==> src/rtl/ti_pkg.sv <==
// Types and constants shared by the threshold-implementation S-box components.
package ti_pkg;

  localparam int NW = 4;

  typedef logic [NW-1:0] nibble_t;

  typedef enum logic {
    EMPTY = 1'b0,
    HALF  = 1'b1
  } asm_state_t;

endpackage

==> src/rtl/ti_share_xor.sv <==
// Combinational XOR recombination of Boolean shares. Only ever fed from
// registered shares so no unregistered share mixing reaches downstream logic.
module ti_share_xor
  import ti_pkg::*;
#(
  parameter int NSHARES = 3
) (
  input  logic [NSHARES*NW-1:0] shares,
  output nibble_t               nib
);

  // fold every share into one unmasked nibble
  always_comb begin
    nib = '0;
    for (int i = 0; i < NSHARES; i++) begin
      nib = nib ^ shares[i*NW +: NW];
    end
  end

endmodule

==> src/rtl/ti_share_decoder.sv <==
// Share-recombination back end: registers the masked shares, unmasks them,
// pairs nibbles into bytes per frame and delivers bytes over valid/ready.
//
//   state | meaning
//   ------+-------------------------------------------
//   EMPTY | no low nibble pending; next nibble is low
//   HALF  | low nibble held in lo_q; next one completes
module ti_share_decoder
  import ti_pkg::*;
#(
  parameter int NSHARES = 3,
  parameter int NW      = 4,
  parameter int CNTW    = 16
) (
  input  logic                  clk,
  input  logic                  rst,
  input  logic                  in_valid,
  output logic                  in_ready,
  input  logic [NSHARES*NW-1:0] in_shares,
  input  logic                  in_last,
  output logic                  out_valid,
  input  logic                  out_ready,
  output logic [2*NW-1:0]       out_data,
  output logic                  out_odd,
  output logic                  out_last,
  output logic [CNTW-1:0]       byte_cnt
);

  logic                  s1_v;
  logic                  s1_last;
  logic [NSHARES*NW-1:0] s1_sh;
  nibble_t               nib;
  nibble_t               lo_q;
  asm_state_t            state;

  logic                  out_free;
  logic                  s1_emit;
  logic                  s1_consume;
  logic                  accept;

  // a nibble that only becomes the low half never needs the output register
  assign out_free   = !out_valid || out_ready;
  assign s1_emit    = s1_v && ((state == HALF) || s1_last);
  assign s1_consume = s1_v && (!s1_emit || out_free);
  assign in_ready   = !s1_v || s1_consume;
  assign accept     = in_valid && in_ready;

  // glitch barrier: shares are captured untouched, no cross-share logic ahead of it
  always_ff @(posedge clk or posedge rst) begin
    if (rst) begin
      s1_v    <= 1'b0;
      s1_last <= 1'b0;
      s1_sh   <= '0;
    end else if (accept) begin
      s1_v    <= 1'b1;
      s1_last <= in_last;
      s1_sh   <= in_shares;
    end else if (s1_consume) begin
      s1_v    <= 1'b0;
    end
  end

  ti_share_xor #(
    .NSHARES (NSHARES)
  ) u_xor (
    .shares (s1_sh),
    .nib    (nib)
  );

  // nibble pairing FSM with the registered output byte
  always_ff @(posedge clk or posedge rst) begin
    if (rst) begin
      state     <= EMPTY;
      lo_q      <= '0;
      out_valid <= 1'b0;
      out_data  <= '0;
      out_odd   <= 1'b0;
      out_last  <= 1'b0;
    end else begin
      if (out_ready) begin
        out_valid <= 1'b0;
      end
      if (s1_consume) begin
        case (state)
          EMPTY: begin
            if (s1_last) begin
              out_valid <= 1'b1;
              out_data  <= {{NW{1'b0}}, nib};
              out_odd   <= 1'b1;
              out_last  <= 1'b1;
            end else begin
              lo_q  <= nib;
              state <= HALF;
            end
          end
          HALF: begin
            out_valid <= 1'b1;
            out_data  <= {nib, lo_q};
            out_odd   <= 1'b0;
            out_last  <= s1_last;
            state     <= EMPTY;
          end
          default: state <= EMPTY;
        endcase
      end
    end
  end

  // delivered-byte counter, sticks at all-ones
  always_ff @(posedge clk or posedge rst) begin
    if (rst) begin
      byte_cnt <= '0;
    end else if (out_valid && out_ready && (byte_cnt != {CNTW{1'b1}})) begin
      byte_cnt <= byte_cnt + 1'b1;
    end
  end

endmodule
==> config.mk <==
export PLATFORM = sky130hd
export DESIGN_NAME = ti_share_decoder
export DESIGN_NICKNAME = d
export VERILOG_FILES = /design/src/rtl/ti_pkg.sv /design/src/rtl/ti_share_xor.sv /design/src/rtl/ti_share_decoder.sv
export SDC_FILE = /design/constraint.sdc
export NUM_CORES = 1
export LEC_CHECK = 0
export ABC_CLOCK_PERIOD_IN_PS = 2200
export BUFFER_PORTS_ARGS = -buffer_cell sky130_fd_sc_hd__buf_4
export CAP_MARGIN = 20
export CORE_MARGIN = 3
export CORE_UTILIZATION = 30
export DETAILED_ROUTE_END_ITERATION = 12
export HOLD_SLACK_MARGIN = 0.1
export PLACE_DENSITY = 0.6
export SYNTH_ARGS = -nofsm -noshare
export SYNTH_HDL_FRONTEND = slang
export SYNTH_SLANG_ARGS = --single-unit
==> constraint.sdc <==
create_clock -name clk -period 2.2 [get_ports clk]
set_clock_uncertainty 0.2 [all_clocks]
set_input_delay 0 -clock clk [delete_from_list [all_inputs] [get_ports clk]]
set_output_delay 0 -clock clk [all_outputs]
set_load 0.02 [all_outputs]
# ---- Yosys cells after proc, flatten, opt, wreduce, memory -nomap -nowiden
# Cells that the tools add are included.
dict set report word_totals {
  ff_bits 46
  output_inout_bits 28
  wordCells 45
  inputBits 17
}
dict set report classes {
  n_addsub 1
  bitwise_logic 4
  n_eq_ne 2
  n_reduce_logical 15
  mux 13
}
# cell count
set ops {}
lappend ops {{16-bit by 1-bit adder with 16-bit output, second input constant} 1}
lappend ops {{16-bit inequality test, second input constant} 1}
lappend ops {{8-bit one-hot mux with 2 select lines} 1}
lappend ops {{8-bit 2-to-1 mux} 1}
lappend ops {{1-bit one-hot mux with 2 select lines} 4}
lappend ops {{4-bit bitwise XOR} 2}
lappend ops {{1-bit 2-to-1 mux} 7}
lappend ops {{1-bit logical AND} 5}
lappend ops {{1-bit logical OR} 4}
lappend ops {{1-bit zero test} 3}
lappend ops {{3-bit AND reduction} 1}
lappend ops {{2-bit inequality test, second input constant} 1}
lappend ops {{1-bit NOT} 2}
lappend ops {{2-bit AND reduction} 1}
lappend ops {{2-bit nonzero test} 1}

# ---- Depth between registers and ports, before layout
dict set report depth {
  ltp_word 8
  ltp_mapped 5
  depth_no_buf 5
}

# ---- Modules after synthesis
# A second synthesis with hierarchy kept.
dict set report unflattened {
  hier_cells 169
  area_unflattened_um2 2130.8
}
# mod cells_each area_each_um2 instances seq_area_each_um2
set by_module_without_submodules {}
lappend by_module_without_submodules {ti_share_decoder 165 2035.7 1 1151.1}
lappend by_module_without_submodules {ti_share_xor 4 95.1 1 0.0}

# ---- Worst setup path before layout
# Ideal clock, no wire load.
dict set report synth_path {
  kind {register to register}
  from {register out_valid}
  to {register s1_last}
  path_buffers 1
  t_required_ps 1875
  setup_slack_ps 300
  stages_incl_launch_ff 6
  t_arrival_ps 1576
  synth_period_minus_slack_ps 1900
  setup_ps 125
  cell_sequence {dfrtp_1 -> nor2b_1 -> nand2_1 -> nand2_1 -> buf_2 -> mux2_2}
}
dict set report synth_between {
  elab_chain_cells 6
}
# item line_no
set synth_rtl {}
lappend synth_rtl {{from (decl)} ti_share_decoder.sv:21} ;# output logic out_valid,
lappend synth_rtl {{from (signal assigned)} ti_share_decoder.sv:75} ;# out_valid <= 1'b0;
lappend synth_rtl {{from (signal assigned)} ti_share_decoder.sv:81} ;# out_valid <= 1'b0;
lappend synth_rtl {{from (signal assigned)} ti_share_decoder.sv:87} ;# out_valid <= 1'b1;
lappend synth_rtl {{1-bit zero test} ti_share_decoder.sv:42} ;# assign out_free = !out_valid || out_ready;
lappend synth_rtl {{1-bit logical OR} ti_share_decoder.sv:42}
lappend synth_rtl {{1-bit logical OR} ti_share_decoder.sv:44} ;# assign s1_consume = s1_v && (!s1_emit || out_free);
lappend synth_rtl {{1-bit logical AND} ti_share_decoder.sv:44}
lappend synth_rtl {{1-bit logical OR} ti_share_decoder.sv:45} ;# assign in_ready = !s1_v || s1_consume;
lappend synth_rtl {{net in_ready} ti_share_decoder.sv:18} ;# output logic in_ready,
lappend synth_rtl {{1-bit logical AND} ti_share_decoder.sv:46} ;# assign accept = in_valid && in_ready;
lappend synth_rtl {{to (signal assigned)} ti_share_decoder.sv:56} ;# s1_last <= in_last;
lappend synth_rtl {{to (decl)} ti_share_decoder.sv:30} ;# logic s1_last;
# The timed path passes the listed nets, and every way through them passes these cells.
# A chain may end at the register's enable or synchronous reset.

# ---- Worst setup path in the final report
dict set report layout_path {
  from {register byte_cnt[0]}
  to {register byte_cnt[1]}
}
dict set report layout_between {
  elab_chain_cells 2
  word_cells_on_any_way 3
  classes_between {add/sub: 1; eq/ne: 1; reduce/logical: 1}
}
# item line_no
set layout_rtl {}
lappend layout_rtl {{from (decl)} ti_share_decoder.sv:26} ;# output logic [CNTW-1:0] byte_cnt
lappend layout_rtl {{from (signal assigned)} ti_share_decoder.sv:114} ;# byte_cnt <= byte_cnt + 1'b1;
lappend layout_rtl {{branches (longest 2 deep; another with 16-bit by 1-bit adder with 16-bit output)} n/a}
# Several ways; the timed one is not identified.

==> metrics.log <==
INFO  metric clock_network_power_share = ~18%
INFO  metric cts_resizes = 0
INFO  metric cts_sinks = 46
INFO  metric startpoint_type = flop
INFO  metric die_area = between 7000 and 8000 µm²
INFO  metric synth_cells = around 170
INFO  metric synth_top_area_share = 57.4%
INFO  metric die_width = approximately 88 µm
INFO  metric ioPinCount = 45
INFO  metric yosysWarningCount = 0
INFO  metric seq_area_frac_synth = between 50% and 60%
INFO  metric outcome = finished, final reports clean
INFO  metric cell_chain_of_the_critical_path = ha_1, nand3_1, nor4_2, nor2_1, mux2_2
INFO  metric clk_root_buffer_cell = sky130_fd_sc_hd__clkbuf_8
INFO  metric power_leakage = around 1.2 nW
INFO  metric post_synth_num_cell_types = 29
INFO  metric height_of_the_die = roughly 88 µm
INFO  metric postSynth.topFlopCell = sky130_fd_sc_hd__dfrtp_1
INFO  metric tritoncts = done
INFO  metric mean_instance_size_in_the_synthesized_netlist = between 10 and 15 µm²
INFO  metric crit_path_max_fanout = 5
INFO  metric route.antenna.remaining_nets = 0
INFO  metric worst-endpoint-arrival = between 1.5 and 2 ns
INFO  metric drt_first_pass_iters = 4
INFO  metric number_of_buffer_and_inverter_stages_on_the_critical_path = 0
INFO  metric sw_frac_of_total = between 30% and 40%
INFO  metric yosys-top-cells-area = sky130_fd_sc_hd__dfrtp_1 (57%), sky130_fd_sc_hd__mux2_2 (7.9%), sky130_fd_sc_hd__xnor2_1 (4.8%), sky130_fd_sc_hd__xnor3_1 (4.5%), sky130_fd_sc_hd__nand2_1 (4.1%)
INFO  metric end_kind = flop
INFO  metric drt_drc_violations_left = 0
INFO  metric globalRoute.totalOverflow = 0
INFO  metric setup-tns-final = 0 ns
INFO  metric antenna_violations_before_repair = 0
INFO  metric synth_nets = between 150 and 200
INFO  metric buffer_ports.inserted = 44
INFO  metric drive_gt1_share = 29.7%
INFO  metric worst_ep_required_time = approximately 2.2 ns
INFO  metric cp_slowest_stage_delay = between 0.4 and 0.5 ns
INFO  metric seq_power_share = a little under half
INFO  metric final_nets = 257
INFO  metric insertedDiodeCount = 0
INFO  metric layoutNonFillerInstCount = 316
INFO  metric worst_skew_pair.late_latency = 0.29 ns
INFO  metric max_cap_viol_count = 0
INFO  metric synth.largest_area_cell = sky130_fd_sc_hd__dfrtp_1
INFO  metric detailedRoute.firstIterationViolations = 70
INFO  metric timing.hold.worst.class = in -> async
INFO  metric start_util = between 30 and 40%
INFO  metric worst_setup_hold_path_clk_slew = 0.08 ns
INFO  metric cts.htree.levels = 2
INFO  metric final-max-slew-violation-count = 0
INFO  metric placed_cells_incl_taps = 292
INFO  metric syn2layout_area_growth = 34.9%
INFO  metric cts-buffers-inserted = 5
INFO  metric power.density_cell_area = 1010 nW/µm²
INFO  metric maxSlewHeadroom = between 60% and 70%
INFO  metric postCtsHoldBufs = 17
INFO  metric period_minus_slack = approximately 1.9 ns
INFO  metric report.final.setup_viol = 0
INFO  metric buffer_depth_of_the_longest_clock_path = 2
INFO  metric achievable-frequency = 522 MHz
INFO  metric grt_first_pass_wirelength = between 7 and 8 mm
INFO  metric rsz0062_at_grt = no
INFO  metric cts_setup_buffers = 0
INFO  metric gp_congestion = approximately 0.84
INFO  metric criticalPathCategory = reg -> reg
INFO  metric logic_gate_share_of_total_power = a little over a third
INFO  metric worst_ir_drop_on_vdd = 0.452 mV
INFO  metric netlist_area = 2000 µm²
INFO  metric power_report.internal_total = between 1.5 and 2 mW
INFO  metric power.net_switching = ~960 µW
INFO  metric most_frequent_cell_after_synthesis = sky130_fd_sc_hd__dfrtp_1
INFO  metric routed-via-count = about 1.5k
INFO  metric pin_count_of_the_biggest_net_entering_global_routing = 47
INFO  metric netlist_top_cells_count = sky130_fd_sc_hd__dfrtp_1 (46), sky130_fd_sc_hd__nand2_1 (22), sky130_fd_sc_hd__o21ai_0 (16)
INFO  metric final.period_utilization = between 80% and 90%
INFO  metric synth-edff-count = 0
INFO  metric via_count_of_the_first_global_routing_pass = 1487
INFO  metric std_cell_rows = 29
INFO  metric worst_path_dominant_cell_family = simple AND/OR/NAND/NOR gates
INFO  metric finalHoldViolations = 0
INFO  metric slowest_stage = sky130_fd_sc_hd__dfrtp_1
INFO  metric grt_usage = a little under an eighth
INFO  metric drt-wirelength-per-cell = approximately 13 µm
INFO  metric design.core.area = roughly 6400 µm²
INFO  metric route.detailed.vias_per_inst = approximately 4.8
INFO  metric worst_pin_slew = about 0.48 ns
INFO  metric drt-total-wl = 4.07 mm
INFO  metric proportion_of_register_bits_with_asynchronous_set_or_reset_after_synthesis = 100%
INFO  metric synth-seq-cells = 46
INFO  metric dp.final_hpwl = 2.93 mm
[power groups by stage]
stage               registers (mW)  clock network, mW  logic, mW
finish                        1.26              0.482      0.979
CTS                           1.26              0.508      0.993
floorplan                     1.42                  0      0.420
global route                  1.30              0.547       1.09
global placement              1.27                  0      0.957
detailed placement            1.28                  0      0.965
[stage by stage]
stage / utilization (%) / hold WS [ns] / setup slack [ns] / total power [mW] / cell area (µm²)
after detailed placement: 38.2 / -0.133 / 0.300 / 2.25 / 2450
final: 42.1 / 0.101 / 0.283 / 2.72 / 2700
after floorplan: - / -0.0916 / 0.300 / 1.84 / 2000
after global routing: 42.1 / 0.123 / 0.139 / 2.93 / 2700
after global placement: 38.2 / -0.130 / 0.378 / 2.23 / 2450
after CTS: 42.1 / 0.109 / 0.284 / 2.77 / 2700
[cells by family after synthesis]
| kind of cell | Yosys count | synth area share [%] |
|---|---|---|
| XOR/XNOR | 17 | 10.2 |
| buffers and inverters | 6 | 1.19 |
| multiplexers | 14 | 7.87 |
| flip-flops | 46 | 57.4 |
| AO/OA/AOI/OAI | 27 | 7.62 |
| adder cells (fa/ha/maj) | 1 | 0.624 |
| AND/OR/NAND/NOR | 60 | 15.1 |
[placed cells by master (no fill, tap or decap), drive strengths merged]
master and instances:
mux2 14, nand4 7, nand3 7, o21a 1
xor2 2, o211ai 1, xnor3 4, nor2 11
a32o 1, nand2 22, xnor2 11, clkbuf 6
a21oi 4, inv 3, nor4 1, nand4b 1
dlygate4sd3 17, ha 1, nor2b 1, and4 1
a31oi 3, nand3b 1, dfrtp 46, o2111ai 1
buf 47, clkinvlp 1, nand2b 3, nor3 4
or4 1, o21ai 16
[state kept, by name, indices dropped and copies added (netlist names)]
register,flops
s1_last,1
out_last,1
out_valid,1
state,1
lo_q,4
byte_cnt,16
out_data,8
s1_sh,12
out_odd,1
s1_v,1
[final timing paths]
path | start | depth (start not counted) | to | slack (ns)
max in group asynchronous | rst | 4 | byte_cnt[5] | 1.49
min in group clk | in_shares[10] | 3 | s1_sh[10] | 0.28
setup reg to reg | byte_cnt[0] | 5 | byte_cnt[1] | 0.28
hold reg to reg | out_odd | 2 | out_odd | 0.28
hold / removal | rst | 4 | byte_cnt[15] | 0.10
setup / recovery | byte_cnt[0] | 5 | byte_cnt[1] | 0.28
[area by class of cell]
class / instances / area [µm²]
Clock buffer: 6 / 72.6
Fill cell: 601 / 3720
Timing Repair Buffer: 64 / 536
Inverter: 3 / 11.3
Clock inverter: 1 / 7.51
Sequential cell: 46 / 1150
Multi-Input combinational cell: 119 / 830
Tap cell: 77 / 96.3
[routing by layer]
metal / up-vias / GRT usage (%) / wire, µm
li1: 739 / - / -
met1: 736 / 15.6 / 1930
met2: 28 / 18.7 / 1970
met3: 4 / 1.88 / 115
met4: 0 / 4.60 / 47
met5: - / 0 / 0
[worst register-to-register path, stage by stage, from the launching register on]
cell                      delay (ns)
sky130_fd_sc_hd__dfrtp_1        0.42
sky130_fd_sc_hd__ha_1           0.22
sky130_fd_sc_hd__nand3_1        0.19
sky130_fd_sc_hd__nor4_2         0.35
sky130_fd_sc_hd__nor2_1         0.14
sky130_fd_sc_hd__mux2_2         0.29
No activity file was read; power rests on OpenSTA's default activity.
